File: src/rtl/rand_mt32_untemper.sv
// Inverse of the MT32 tempering transform. Each inverse xor-shift step is
// solved by fixed-point iteration X <= Y ^ f(X), one iteration per clock.
module rand_mt32_untemper #(
  parameter logic [31:0] C_B = 32'h9D2C5680,
  parameter logic [31:0] C_C = 32'hEFC60000
) (
  input  logic        iCLK,
  input  logic        iRST,
  input  logic [31:0] iData,
  input  logic        iValid,
  output logic        oReady,
  output logic [31:0] oData,
  output logic        oValid,
  input  logic        iReady
);

  typedef enum logic [1:0] {S_IDLE, S_RUN, S_DONE} state_t;

  state_t      r_state;
  state_t      w_state_nxt;
  logic [31:0] r_y;
  logic [31:0] r_x;
  logic [31:0] r_data;
  logic [1:0]  r_stage;
  logic [2:0]  r_iter;
  logic [31:0] w_x_nxt;
  logic        w_last;

  // Steps are undone in reverse tempering order: >>18, <<15, <<7, >>11.
  function automatic logic [31:0] f_step(input logic [1:0] stage, input logic [31:0] x);
    case (stage)
      2'd0:    f_step = x >> 18;
      2'd1:    f_step = (x << 15) & C_C;
      2'd2:    f_step = (x << 7) & C_B;
      default: f_step = x >> 11;
    endcase
  endfunction

  // ceil(32/shift) iterations reach the fixed point for each step.
  function automatic logic [2:0] f_iters(input logic [1:0] stage);
    case (stage)
      2'd0:    f_iters = 3'd2;
      2'd1:    f_iters = 3'd3;
      2'd2:    f_iters = 3'd5;
      default: f_iters = 3'd3;
    endcase
  endfunction

  assign w_x_nxt = r_y ^ f_step(r_stage, r_x);
  assign w_last  = (r_iter == (f_iters(r_stage) - 3'd1));

  always_ff @(posedge iCLK or posedge iRST) begin
    if (iRST) r_state <= S_IDLE;
    else      r_state <= w_state_nxt;
  end

  always_comb begin
    w_state_nxt = r_state;
    case (r_state)
      S_IDLE:  if (iValid) w_state_nxt = S_RUN;
      S_RUN:   if (w_last && (r_stage == 2'd3)) w_state_nxt = S_DONE;
      S_DONE:  if (iReady) w_state_nxt = S_IDLE;
      default: w_state_nxt = S_IDLE;
    endcase
  end

  always_comb begin
    oReady = 1'b0;
    oValid = 1'b0;
    case (r_state)
      S_IDLE:  oReady = 1'b1;
      S_DONE:  oValid = 1'b1;
      default: ;
    endcase
  end

  assign oData = r_data;

  always_ff @(posedge iCLK or posedge iRST) begin
    if (iRST) begin
      r_y     <= '0;
      r_x     <= '0;
      r_data  <= '0;
      r_stage <= '0;
      r_iter  <= '0;
    end else begin
      case (r_state)
        S_IDLE: begin
          if (iValid) begin
            r_y     <= iData;
            r_x     <= iData;
            r_stage <= '0;
            r_iter  <= '0;
          end
        end
        S_RUN: begin
          r_x <= w_x_nxt;
          if (w_last) begin
            r_iter <= '0;
            // Final stage publishes the result; earlier stages seed the next Y.
            if (r_stage == 2'd3) begin
              r_data <= w_x_nxt;
            end else begin
              r_y     <= w_x_nxt;
              r_stage <= r_stage + 2'd1;
            end
          end else begin
            r_iter <= r_iter + 3'd1;
          end
        end
        default: ;
      endcase
    end
  end

endmodule
File: config.mk
export PLATFORM = sky130hd
export DESIGN_NAME = rand_mt32_untemper
export DESIGN_NICKNAME = d
export VERILOG_FILES = /design/src/rtl/rand_mt32_untemper.sv
export SDC_FILE = /design/constraint.sdc
export NUM_CORES = 1
export LEC_CHECK = 0
export ABC_AREA = 1
export CORE_MARGIN = 3
export CORE_UTILIZATION = 57
export CTS_BUF_LIST = sky130_fd_sc_hd__clkbuf_8
export DETAILED_ROUTE_END_ITERATION = 6
export HOLD_SLACK_MARGIN = 0.08
export PLACE_DENSITY_LB_ADDON = 0.05
export SLEW_MARGIN = 25
export SYNTH_ARGS = -nofsm -noshare
export SYNTH_HDL_FRONTEND = slang
export SYNTH_SLANG_ARGS = --single-unit
File: constraint.sdc
create_clock -name iCLK -period 4.69 [get_ports iCLK]
set_input_delay 0.938 -clock iCLK [delete_from_list [all_inputs] [get_ports iCLK]]
set_output_delay 0.938 -clock iCLK [all_outputs]
set_load 0.1 [all_outputs]
==> metrics.txt, run 1 <==
# TYPE chip_impl_metric gauge
chip_impl_metric{name="wl_met2",unit="mm"} 6.31
chip_impl_metric{name="finish.net_count",unit=""} 787
chip_impl_metric{name="final-max-slew-violation-count",unit=""} 0
chip_impl_metric{name="cp_max_fo",unit=""} 24
chip_impl_metric{name="design.portCount",unit=""} 70
chip_impl_metric{name="syn_nets",unit=""} 736
chip_impl_info{name="timing.critical_path.cells",value="inv_1 > ha_1 > nand2_1 > nand2_1 > nand2_1 > nand2_1 > nand2_2 > nand2_1 > nand3_1 > buf_4 > nand2_1 > nand2_1"} 1
chip_impl_metric{name="drt_pre_antenna_iters",unit=""} 5
chip_impl_info{name="worstHoldStart",value="oData[27]$_DFFE_PP0P_"} 1
chip_impl_metric{name="number_of_antenna_violations_at_the_first_check_in_global_routing",unit=""} 0
chip_impl_metric{name="via_count",unit=""} 4859
chip_impl_metric{name="drc_errors",unit=""} 0
chip_impl_metric{name="routed_wire_length_per_instance",unit="um"} 16.1
chip_impl_metric{name="grt_max_degree",unit=""} 55
chip_impl_metric{name="register_area",unit="sq um"} 2500
chip_impl_info{name="postSynth.topFlopCell",value="dfrtp_1"} 1
chip_impl_metric{name="htree_num_levels",unit=""} 3
chip_impl_metric{name="cts_hold_buffers",unit=""} 0
chip_impl_info{name="clockRootBuffer",value="clkbuf_8"} 1
chip_impl_metric{name="timing.slew.headroom",unit=""} 0.338
chip_impl_metric{name="synth_seq_area_share",unit=""} 0.483
chip_impl_metric{name="synth-seq-cells",unit=""} 100
chip_impl_metric{name="period_minus_slack",unit="ps"} 3100
chip_impl_metric{name="cts.clk_slew.worst_paths",unit="ps"} 100
chip_impl_info{name="synth_top_cell_by_area",value="dfrtp_1"} 1
chip_impl_info{name="start_kind",value="register"} 1
chip_impl_metric{name="holdPathStages",unit=""} 2
chip_impl_metric{name="worst_slew_pin_slew",unit="ps"} 990
chip_impl_metric{name="clock_skew",unit="ps"} 15.7
chip_impl_metric{name="final.fill_count",unit=""} 727
chip_impl_metric{name="diodes",unit=""} 0
chip_impl_metric{name="synth_warnings",unit=""} 0
chip_impl_metric{name="cts.repair_timing.setup_buffer_count",unit=""} 0
chip_impl_info{name="hold_path_end",value="oData[27]$_DFFE_PP0P_"} 1
chip_impl_metric{name="routed_wirelength",unit="mm"} 13.8
chip_impl_metric{name="fmax",unit="MHz"} 323
chip_impl_metric{name="globalRouteOverflowTotal",unit=""} 0
chip_impl_metric{name="worst-r2r-setup-slack",unit="ps"} 1590
chip_impl_metric{name="insertion_delay",unit="ps"} 370
chip_impl_info{name="synth_most_common_cell",value="nand2_1"} 1
chip_impl_metric{name="port_buffers",unit=""} 69
chip_impl_info{name="crit-reg2reg-capture",value="r_y[12]$_DFFE_PP0P_"} 1
chip_impl_metric{name="multi_input_area",unit="sq um"} 2410
chip_impl_metric{name="timing.final.hold_violations",unit=""} 0
chip_impl_info{name="synthTopCellsByArea",value="dfrtp_1 (48%), nand2_1 (23%), nand3_1 (7.4%)"} 1
chip_impl_info{name="outcome",value="complete, no violations"} 1
chip_impl_metric{name="netlist_instances",unit=""} 693
chip_impl_metric{name="vias_in_the_first_global_route",unit=""} 4596
chip_impl_metric{name="cts-buffers-inserted",unit=""} 9
chip_impl_metric{name="synth_area_per_cell",unit="sq um"} 7.47
chip_impl_info{name="hp-class",value="reg2reg"} 1
chip_impl_metric{name="crit_arrival",unit="ps"} 3350
chip_impl_metric{name="detailroute.wirelength.met3",unit="mm"} 1.19
chip_impl_info{name="cts_tree",value="yes"} 1
chip_impl_metric{name="cp_slowest_stage_delay",unit="ps"} 630
chip_impl_metric{name="ys_async_sr_fraction",unit=""} 1.00
chip_impl_metric{name="die-width",unit="um"} 101
chip_impl_metric{name="fp.coreArea",unit="sq um"} 8760
chip_impl_info{name="slowest_stage_cell_on_the_critical_path",value="ha_1"} 1
chip_impl_metric{name="grt_pass1_wl",unit="mm"} 22.8
chip_impl_metric{name="worstRegToRegCells",unit=""} 12
chip_impl_metric{name="post_synth_instance_area",unit="sq um"} 5180
chip_impl_metric{name="final_layout_size_suffix_gt1_frac",unit=""} 0.0494
chip_impl_info{name="grt_setup_unrepaired",value="no"} 1
chip_impl_metric{name="dr.first_iter.drc_count",unit=""} 354
chip_impl_metric{name="synth_to_final_area_change",unit="%"} 17.5
chip_impl_metric{name="fp-row-count",unit=""} 34
chip_impl_metric{name="worst-endpoint-required",unit="ps"} 4940
chip_impl_metric{name="finalWeightedCongestion",unit=""} 0.918
chip_impl_info{name="setup.worst_path.end_class",value="register"} 1
chip_impl_metric{name="postRouteAntennaNets",unit=""} 0
chip_impl_metric{name="tritoncts_num_sinks",unit=""} 100
chip_impl_metric{name="count_of_flip_flops_with_a_built_in_enable_after_synthesis",unit=""} 0
chip_impl_metric{name="timing.final.setup_violations",unit=""} 0
chip_impl_metric{name="clock_tree.buffer_depth",unit=""} 2
chip_impl_info{name="critPathKind",value="reg2reg"} 1
chip_impl_metric{name="place.detailed.hpwl",unit="mm"} 9.16
chip_impl_metric{name="max_cap_violations",unit=""} 0
chip_impl_info{name="dr.max_layer_used",value="met4"} 1
chip_impl_metric{name="die_height",unit="um"} 101
chip_impl_info{name="worst_path_most_repeated_cell",value="nand2_1"} 1
chip_impl_metric{name="min_period_over_period",unit=""} 0.661
chip_impl_metric{name="die_area",unit="sq um"} 10300
chip_impl_info{name="synth_commonest_cells",value="nand2_1 (318), dfrtp_1 (100), nand3_1 (77)"} 1
chip_impl_metric{name="synth_cell_types",unit=""} 27
chip_impl_metric{name="routedLengthMet1",unit="mm"} 6.05
chip_impl_metric{name="initial_core_utilization",unit=""} 0.591
chip_impl_info{name="regToRegStartpoint",value="r_stage[0]$_DFFE_PP0P_"} 1
chip_impl_metric{name="post-synth-top-area-fraction",unit=""} 0.483
chip_impl_metric{name="finalSetupTns",unit="ps"} 0
chip_impl_metric{name="vias_per_cell",unit=""} 5.67
chip_impl_metric{name="post_cts_resized",unit=""} 0
chip_impl_metric{name="track_usage",unit=""} 0.281
chip_impl_metric{name="final.hold.worst_slack",unit="ps"} 486
[sequential cells by signal, indices dropped and copies added, names as in the netlist]
| signal | cells |
|---|---|
| oData | 32 |
| r_iter | 3 |
| r_x | 29 |
| r_y | 32 |
| r_stage | 2 |
| r_state | 2 |
[per-stage QoR]
step	setup slack, ps	cells	utilization	instance area [sq um]
finish	1590	857	0.694	6080
global route	1350	857	0.694	6080
CTS	1650	857	0.694	6080
detailed placement	1660	841	0.672	5890
global placement	1770	841	0.672	5890
floorplan	1130	693	-	5180
[layout make-up]
type                       count  area share
sequential                   100       0.411
multi-input combinational    533       0.397
timing repair buffer          76       0.122
tap                          108      0.0222
clock buffer                   9      0.0204
inverter                      24      0.0152
clock inverter                 7      0.0117
[metal layers]
metal / global-route usage / up-vias
met1: 0.398 / 2287
met3: 0.0585 / 25
met4: 0.0798 / 0
li1: - / 2336
met5: 0 / -
met2: 0.443 / 211
[cell usage in the layout, fill, tap and decap left out, drive strengths merged]
master / netlist / final
xnor2: 8 / 8
ha: 7 / 7
xor2: 1 / 1
clkdlybuf4s50: 0 / 69
o31ai: 1 / 1
bufinv: 0 / 1
nand4: 2 / 2
a31oi: 22 / 22
nand3: 77 / 77
nand2: 321 / 321
a21oi: 3 / 3
or2: 3 / 3
nand3b: 11 / 11
dfrtp: 100 / 100
a21o: 6 / 6
buf: 24 / 7
inv: 24 / 27
clkbuf: 12 / 9
nor2: 29 / 29
clkinv: 0 / 3
o21ai: 42 / 42
[worst max path at each step]
stage	start	endpoint	slack (ps)	cells past startpoint
floorplan	iRST	oData[0]$_DFFE_PP0P_	1130	1
global placement	iValid	r_y[26]$_DFFE_PP0P_	1770	9
detailed placement	r_stage[0]$_DFFE_PP0P_	r_stage[0]$_DFFE_PP0P_	1660	12
CTS	r_stage[0]$_DFFE_PP0P_	r_stage[0]$_DFFE_PP0P_	1650	12
global route	r_stage[0]$_DFFE_PP0P_	r_y[12]$_DFFE_PP0P_	1350	12
finish	r_stage[0]$_DFFE_PP0P_	r_y[12]$_DFFE_PP0P_	1590	12
[critical path, delay by kind of cell, from the launching register on]
kind                       cells  cell delay (ps)
adders and majority gates      1              630
buffers and inverters          2              630
DFF                            1              450
and+or+nand+nor                9             1270
[cell families (layout without fill, tap and decap cells)]
| group | after synthesis | after routing | share of synthesized area |
|---|---|---|---|
| simple gates | 443 | 443 | 0.353 |
| fa+ha+maj | 7 | 7 | 0.0169 |
| xor+xnor | 9 | 9 | 0.0152 |
| flops | 100 | 100 | 0.483 |
| buf+inv | 60 | 116 | 0.0505 |
| compound gates | 74 | 74 | 0.0809 |
Power of run 1 is not shown: default switching activity piles up to over one toggle a cycle in this logic, so the estimate is an artifact.
==> run 2: changes to the inputs <==
Clock period 4.69 ns to 3.2 ns, I/O delays scaled along.
==> run 2 against run 1 <==
Global-route usage is 0.34 points higher. Maximum frequency increased by 30%. Sequential cell count did not move. Cell count is 0.70% higher. Routed wire length increased by 1.2%. Via count grew 1.3%.
==> metrics.txt, run 2 (synthesized netlist as in run 1, its figures left out) <==
# TYPE chip_impl_metric gauge
chip_impl_metric{name="diodes",unit=""} 0
chip_impl_info{name="worst_setup_path_endpoint",value="oData[15]$_DFFE_PP0P_"} 1
chip_impl_metric{name="cts.repair_timing.setup_buffer_count",unit=""} 0
chip_impl_info{name="most_frequent_cells_in_the_layout",value="nand2_1 (318), dfrtp_1 (100), nand3_1 (77), buf_4 (46), clkdlybuf4s50_1 (35)"} 1
chip_impl_metric{name="final-max-slew-violation-count",unit=""} 0
chip_impl_info{name="worst_path_most_repeated_cell",value="nand2_1"} 1
chip_impl_metric{name="dr.first_iter.drc_count",unit=""} 394
chip_impl_info{name="busiest_layer",value="met2"} 1
chip_impl_metric{name="fp-row-count",unit=""} 34
chip_impl_metric{name="postRouteAntennaNets",unit=""} 0
chip_impl_metric{name="final_core_utilization",unit=""} 0.694
chip_impl_metric{name="worst_slew_pin_slew",unit="ps"} 570
chip_impl_metric{name="place.detailed.hpwl",unit="mm"} 9.61
chip_impl_info{name="path_delay_family",value="buffers and inverters"} 1
chip_impl_metric{name="crit_arrival",unit="ps"} 2680
chip_impl_info{name="mostFrequentLayoutCell",value="nand2_1"} 1
chip_impl_metric{name="cts-buffers-inserted",unit=""} 9
chip_impl_metric{name="post_cts_resized",unit=""} 0
chip_impl_info{name="start_kind",value="register"} 1
chip_impl_metric{name="finish.net_count",unit=""} 793
chip_impl_metric{name="tritoncts_num_sinks",unit=""} 100
chip_impl_metric{name="htree_num_levels",unit=""} 3
chip_impl_metric{name="clock_skew",unit="ps"} 17.5
chip_impl_metric{name="fp.coreArea",unit="sq um"} 8760
chip_impl_metric{name="clock_tree.buffer_depth",unit=""} 2
chip_impl_metric{name="finalWeightedCongestion",unit=""} 0.909
chip_impl_info{name="outcome",value="complete, no violations"} 1
chip_impl_metric{name="worst-r2r-setup-slack",unit="ps"} 820
chip_impl_metric{name="finalSetupTns",unit="ps"} 0
chip_impl_info{name="cts_tree",value="yes"} 1
chip_impl_metric{name="period_minus_slack",unit="ps"} 2380
chip_impl_metric{name="cts_hold_buffers",unit=""} 0
chip_impl_metric{name="worstRegToRegCells",unit=""} 11
chip_impl_info{name="critical_path.startpoint",value="r_stage[0]$_DFFE_PP0P_"} 1
chip_impl_info{name="critPathKind",value="reg2reg"} 1
chip_impl_metric{name="max_cap_violations",unit=""} 0
chip_impl_metric{name="drt_pre_antenna_iters",unit=""} 5
chip_impl_metric{name="final_layout_size_suffix_gt1_frac",unit=""} 0.101
chip_impl_metric{name="die-width",unit="um"} 101
chip_impl_metric{name="die_height",unit="um"} 101
chip_impl_metric{name="design.portCount",unit=""} 70
chip_impl_metric{name="globalRouteOverflowTotal",unit=""} 0
chip_impl_info{name="hp-class",value="reg2reg"} 1
chip_impl_info{name="regToRegStartpoint",value="r_stage[0]$_DFFE_PP0P_"} 1
chip_impl_metric{name="grt_max_degree",unit=""} 48
chip_impl_metric{name="routed_wire_length_per_instance",unit="um"} 16.2
chip_impl_info{name="timing.critical_path.cells",value="inv_1 > ha_1 > inv_2 > nand2_1 > nand2_1 > nor2_2 > nand4_2 > buf_4 > inv_1 > nand2_1 > nand2_1"} 1
chip_impl_metric{name="synth_to_final_area_change",unit="%"} 17.5
chip_impl_metric{name="gr-usage-met2",unit=""} 0.466
chip_impl_metric{name="insertion_delay",unit="ps"} 360
chip_impl_metric{name="worstSetupPathDepth",unit=""} 11
chip_impl_metric{name="timing.final.setup_violations",unit=""} 0
chip_impl_metric{name="cts.clk_slew.worst_paths",unit="ps"} 90
chip_impl_info{name="crit-reg2reg-capture",value="oData[15]$_DFFE_PP0P_"} 1
chip_impl_metric{name="drc_errors",unit=""} 0
chip_impl_metric{name="groute.layer.met1.usage",unit=""} 0.391
chip_impl_metric{name="routed_wirelength",unit="mm"} 13.9
chip_impl_metric{name="number_of_antenna_violations_at_the_first_check_in_global_routing",unit=""} 0
chip_impl_metric{name="vias_in_the_first_global_route",unit=""} 4645
chip_impl_info{name="slowest_stage_cell_on_the_critical_path",value="ha_1"} 1
chip_impl_metric{name="cp_slowest_stage_delay",unit="ps"} 500
chip_impl_metric{name="grt_pass1_wl",unit="mm"} 23.0
chip_impl_metric{name="holdPathStages",unit=""} 2
chip_impl_metric{name="die_area",unit="sq um"} 10300
chip_impl_info{name="setup.worst_path.end_class",value="register"} 1
chip_impl_metric{name="port_buffers",unit=""} 69
chip_impl_metric{name="timing.final.hold_violations",unit=""} 0
chip_impl_metric{name="fmax",unit="MHz"} 421
chip_impl_metric{name="met3_usage_in_global_routing",unit=""} 0.0523
chip_impl_metric{name="worstPathBufferInverterCount",unit=""} 4
chip_impl_info{name="clockRootBuffer",value="clkbuf_8"} 1
chip_impl_metric{name="track_usage",unit=""} 0.285
chip_impl_metric{name="final.hold.worst_slack",unit="ps"} 487
chip_impl_metric{name="via_count",unit=""} 4921
chip_impl_info{name="grt_setup_unrepaired",value="no"} 1
chip_impl_metric{name="vias_per_cell",unit=""} 5.70
chip_impl_metric{name="initial_core_utilization",unit=""} 0.591
chip_impl_metric{name="worst-endpoint-required",unit="ps"} 3500
chip_impl_metric{name="cp_max_fo",unit=""} 31
chip_impl_metric{name="timing.slew.headroom",unit=""} 0.620
chip_impl_metric{name="min_period_over_period",unit=""} 0.743
[run 2: changes by cell type in the layout (fill, tap and decap cells not counted), moves of 2 or more]
cell and delta:
inv_6 -2, buf_4 +39, clkdlybuf4s50_1 -34, clkinv_2 -2
[run 2: tightest hold or removal path: stages, from the launching register on]
cell and delay, ps:
dfrtp_1 350, nand2_1 50, nand2_1 50
[run 2: how the worst min path moves through the flow]
stage	slack [ps]	start	endpoint
global placement	470	oData[25]$_DFFE_PP0P_	oData[25]$_DFFE_PP0P_
floorplan	450	r_x[9]$_DFFE_PP0P_	r_x[9]$_DFFE_PP0P_
global route	520	oData[16]$_DFFE_PP0P_	oData[16]$_DFFE_PP0P_
CTS	490	oData[22]$_DFFE_PP0P_	oData[22]$_DFFE_PP0P_
finish	490	oData[29]$_DFFE_PP0P_	oData[29]$_DFFE_PP0P_
detailed placement	470	oData[22]$_DFFE_PP0P_	oData[22]$_DFFE_PP0P_
[run 2: per-stage QoR]
step                      area (sq um)  std cells  setup slack [ps]
after floorplan                   5180        693               870
after global placement            5860        847               832
after detailed placement          5860        847               803
after CTS                         6090        863               843
after global routing              6090        863               563
final                             6090        863               823
[run 2: routing by layer]
layer | up-vias | share of wire
met5 | - | 0
met4 | 0 | 0.021
met3 | 31 | 0.082
met2 | 225 | 0.46
met1 | 2312 | 0.44
li1 | 2353 | -
[run 2: area by class of cell]
cell class              instances  area, sq um
clock buffers                  10          138
fillers                       741         2680
well taps                     108          135
repair buffers                 82          716
multi-input cells             533         2410
flip-flops and latches        100         2500
inverters                      24         93.8
clock inverters                 6         86.3
Power of run 2 is left out for the same reason.
==> run 3: changes to the inputs <==
Settings changed: CORE_UTILIZATION 57 to 52.
Clock period 3.2 ns to 1.9 ns, I/O delays scaled along.
==> run 3 against run 2 <==
Global-route usage decreased by 1.7 points. Utilization increased by 4.3 points. Clock-buffer cell count decreased by 1. Design area increased by 15%. Sequential share of layout area decreased by 5.2 points. Worst hold slack got worse by 130 ps. Routed wire length increased by 11%.
==> metrics.txt, run 3 (synthesized netlist as in run 1, its figures left out) <==
# TYPE chip_impl_metric gauge
chip_impl_info{name="outcome",value="complete, no violations"} 1
chip_impl_metric{name="insertion_delay",unit="ps"} 370
chip_impl_metric{name="met3_usage_in_global_routing",unit=""} 0.0508
chip_impl_metric{name="via_count",unit=""} 5086
chip_impl_metric{name="grt_pass1_wl",unit="mm"} 24.0
chip_impl_metric{name="fmax",unit="MHz"} 549
chip_impl_metric{name="layout_setup_ws",unit="ps"} 77.2
chip_impl_metric{name="timing.final.hold_violations",unit=""} 0
chip_impl_info{name="clockRootBuffer",value="clkbuf_8"} 1
chip_impl_info{name="setup.worst_path.end_class",value="register"} 1
chip_impl_metric{name="postLayoutCellArea",unit="sq um"} 6970
chip_impl_metric{name="diodes",unit=""} 0
chip_impl_metric{name="vias_in_the_first_global_route",unit=""} 4905
chip_impl_metric{name="power.density",unit="nW/um^2"} 2120
chip_impl_metric{name="final_layout_size_suffix_gt1_frac",unit=""} 0.153
chip_impl_info{name="mostFrequentLayoutCell",value="nand2_1"} 1
chip_impl_metric{name="timing.final.setup_violations",unit=""} 0
chip_impl_metric{name="dr.first_iter.drc_count",unit=""} 424
chip_impl_metric{name="htree_num_levels",unit=""} 3
chip_impl_metric{name="cp_slowest_stage_delay",unit="ps"} 420
chip_impl_metric{name="port_buffers",unit=""} 69
chip_impl_info{name="most_frequent_cells_in_the_layout",value="nand2_1 (315), dfrtp_1 (99), nand3_1 (76), buf_12 (38), clkdlybuf4s50_1 (35)"} 1
chip_impl_metric{name="globalRouteOverflowTotal",unit=""} 0
chip_impl_metric{name="p_leak",unit="nW"} 3.55
chip_impl_metric{name="number_of_antenna_violations_at_the_first_check_in_global_routing",unit=""} 0
chip_impl_metric{name="min_period_over_period",unit=""} 0.959
chip_impl_metric{name="placement.setup.worst_slack",unit="ps"} -1.29
chip_impl_metric{name="cp_max_fo",unit=""} 7
chip_impl_metric{name="groute.layer.met1.usage",unit=""} 0.360
chip_impl_metric{name="cts_hold_buffers",unit=""} 0
chip_impl_metric{name="fp.coreArea",unit="sq um"} 9460
chip_impl_metric{name="vias_per_cell",unit=""} 5.56
chip_impl_metric{name="final-max-slew-violation-count",unit=""} 0
chip_impl_metric{name="drt_pre_antenna_iters",unit=""} 5
chip_impl_metric{name="placement.cell_area",unit="sq um"} 6460
chip_impl_metric{name="timing.slew.headroom",unit=""} 0.719
chip_impl_metric{name="finish.net_count",unit=""} 823
chip_impl_metric{name="postRouteAntennaNets",unit=""} 0
chip_impl_metric{name="worstPathBufferInverterCount",unit=""} 4
chip_impl_metric{name="worst_slew_pin_slew",unit="ps"} 421
chip_impl_metric{name="initial_core_utilization",unit=""} 0.547
chip_impl_metric{name="die-width",unit="um"} 106
chip_impl_metric{name="max_cap_violations",unit=""} 0
chip_impl_metric{name="finalWeightedCongestion",unit=""} 0.883
chip_impl_metric{name="grt_max_degree",unit=""} 48
chip_impl_info{name="hp-class",value="in2async"} 1
chip_impl_metric{name="cts-buffers-inserted",unit=""} 9
chip_impl_metric{name="clock_skew",unit="ps"} 9.62
chip_impl_metric{name="worst-endpoint-required",unit="ps"} 2210
chip_impl_metric{name="place.detailed.hpwl",unit="mm"} 10.3
chip_impl_info{name="start_kind",value="register"} 1
chip_impl_metric{name="tritoncts_num_sinks",unit=""} 100
chip_impl_metric{name="period_minus_slack",unit="ps"} 1820
chip_impl_metric{name="clock_tree.buffer_depth",unit=""} 2
chip_impl_metric{name="die_height",unit="um"} 106
chip_impl_metric{name="finalSetupTns",unit="ps"} 0
chip_impl_metric{name="gr-usage-met2",unit=""} 0.449
chip_impl_metric{name="synth_to_final_area_change",unit="%"} 34.6
chip_impl_metric{name="place_inst",unit=""} 884
chip_impl_info{name="cts_tree",value="yes"} 1
chip_impl_info{name="slowest_stage_cell_on_the_critical_path",value="dfrtp_1"} 1
chip_impl_metric{name="fp-row-count",unit=""} 35
chip_impl_metric{name="track_usage",unit=""} 0.267
chip_impl_info{name="path_delay_family",value="simple AND/OR/NAND/NOR gates"} 1
chip_impl_metric{name="drc_errors",unit=""} 0
chip_impl_info{name="timing.critical_path.cells",value="inv_4 > ha_4 > inv_4 > nand2_1 > nand2_2 > nor2_4 > nand2_4 > a21oi_4 > buf_12 > clkbuf_16 > nand3_1 > nand2_1"} 1
chip_impl_metric{name="routed_wirelength",unit="mm"} 15.4
chip_impl_metric{name="cts.clk_slew.worst_paths",unit="ps"} 100
chip_impl_metric{name="totalPowerFinal",unit="mW"} 14.8
chip_impl_info{name="critPathKind",value="reg2reg"} 1
chip_impl_info{name="busiest_layer",value="met2"} 1
chip_impl_metric{name="routed_wire_length_per_instance",unit="um"} 16.9
chip_impl_metric{name="design.portCount",unit=""} 70
chip_impl_metric{name="final.hold.worst_slack",unit="ps"} 353
chip_impl_metric{name="final_core_utilization",unit=""} 0.737
chip_impl_metric{name="final-instance-count-excl-fill",unit=""} 914
chip_impl_metric{name="crit_arrival",unit="ps"} 2130
chip_impl_metric{name="vdd_ir_drop_max",unit="mV"} 1.22
chip_impl_metric{name="die_area",unit="sq um"} 11200
## run 3: cell count changes in the layout (fill, tap and decap cells not counted), sizes merged
cell	change
buf	+27
clkbuf	+2
clkinvlp	+1
## run 3: final cells by class
cell class | count | area [sq um]
Clock buffer | 9 | 124
Timing Repair Buffer | 112 | 1470
Inverter | 24 | 108
Multi-Input combinational cell | 533 | 2520
Sequential cell | 100 | 2500
Fill cell | 725 | 2490
Tap cell | 129 | 161
Clock inverter | 7 | 92.6
## run 3: report_power, final
group	switching, mW	internal [mW]
registers	0.935	3.11
logic	5.77	3.45
clock network	0.776	0.743
## run 3: what timing repair did
action / CTS / global route
pin swaps: 0 / 5
endpoints found under the setup margin: 30 / 58
resized for setup: 2 / 31
gates cloned: 0 / 4
setup buffers: 0 / 10
## run 3: final timing paths
path	from	end	slack, ps	depth (start not counted)
worst min-delay path	iRST	oData[30]$_DFFE_PP0P_	350	2
worst max register to register	r_stage[0]$_DFFE_PP0P_	r_y[20]$_DFFE_PP0P_	80	12
max in group asynchronous	iRST	oData[7]$_DFFE_PP0P_	970	3
min in group iCLK	oData[31]$_DFFE_PP0P_	oData[31]$_DFFE_PP0P_	490	2
worst max-delay path	r_stage[0]$_DFFE_PP0P_	r_y[20]$_DFFE_PP0P_	80	12
worst min register to register	oData[31]$_DFFE_PP0P_	oData[31]$_DFFE_PP0P_	490	2
## run 3: layer usage
layer | part of all wire | wire, um
met1 | 0.41 | 6330
met3 | 0.085 | 1310
met4 | 0.021 | 318
met5 | 0 | 0
met2 | 0.48 | 7470
No activity file was read; power rests on OpenSTA's default activity.
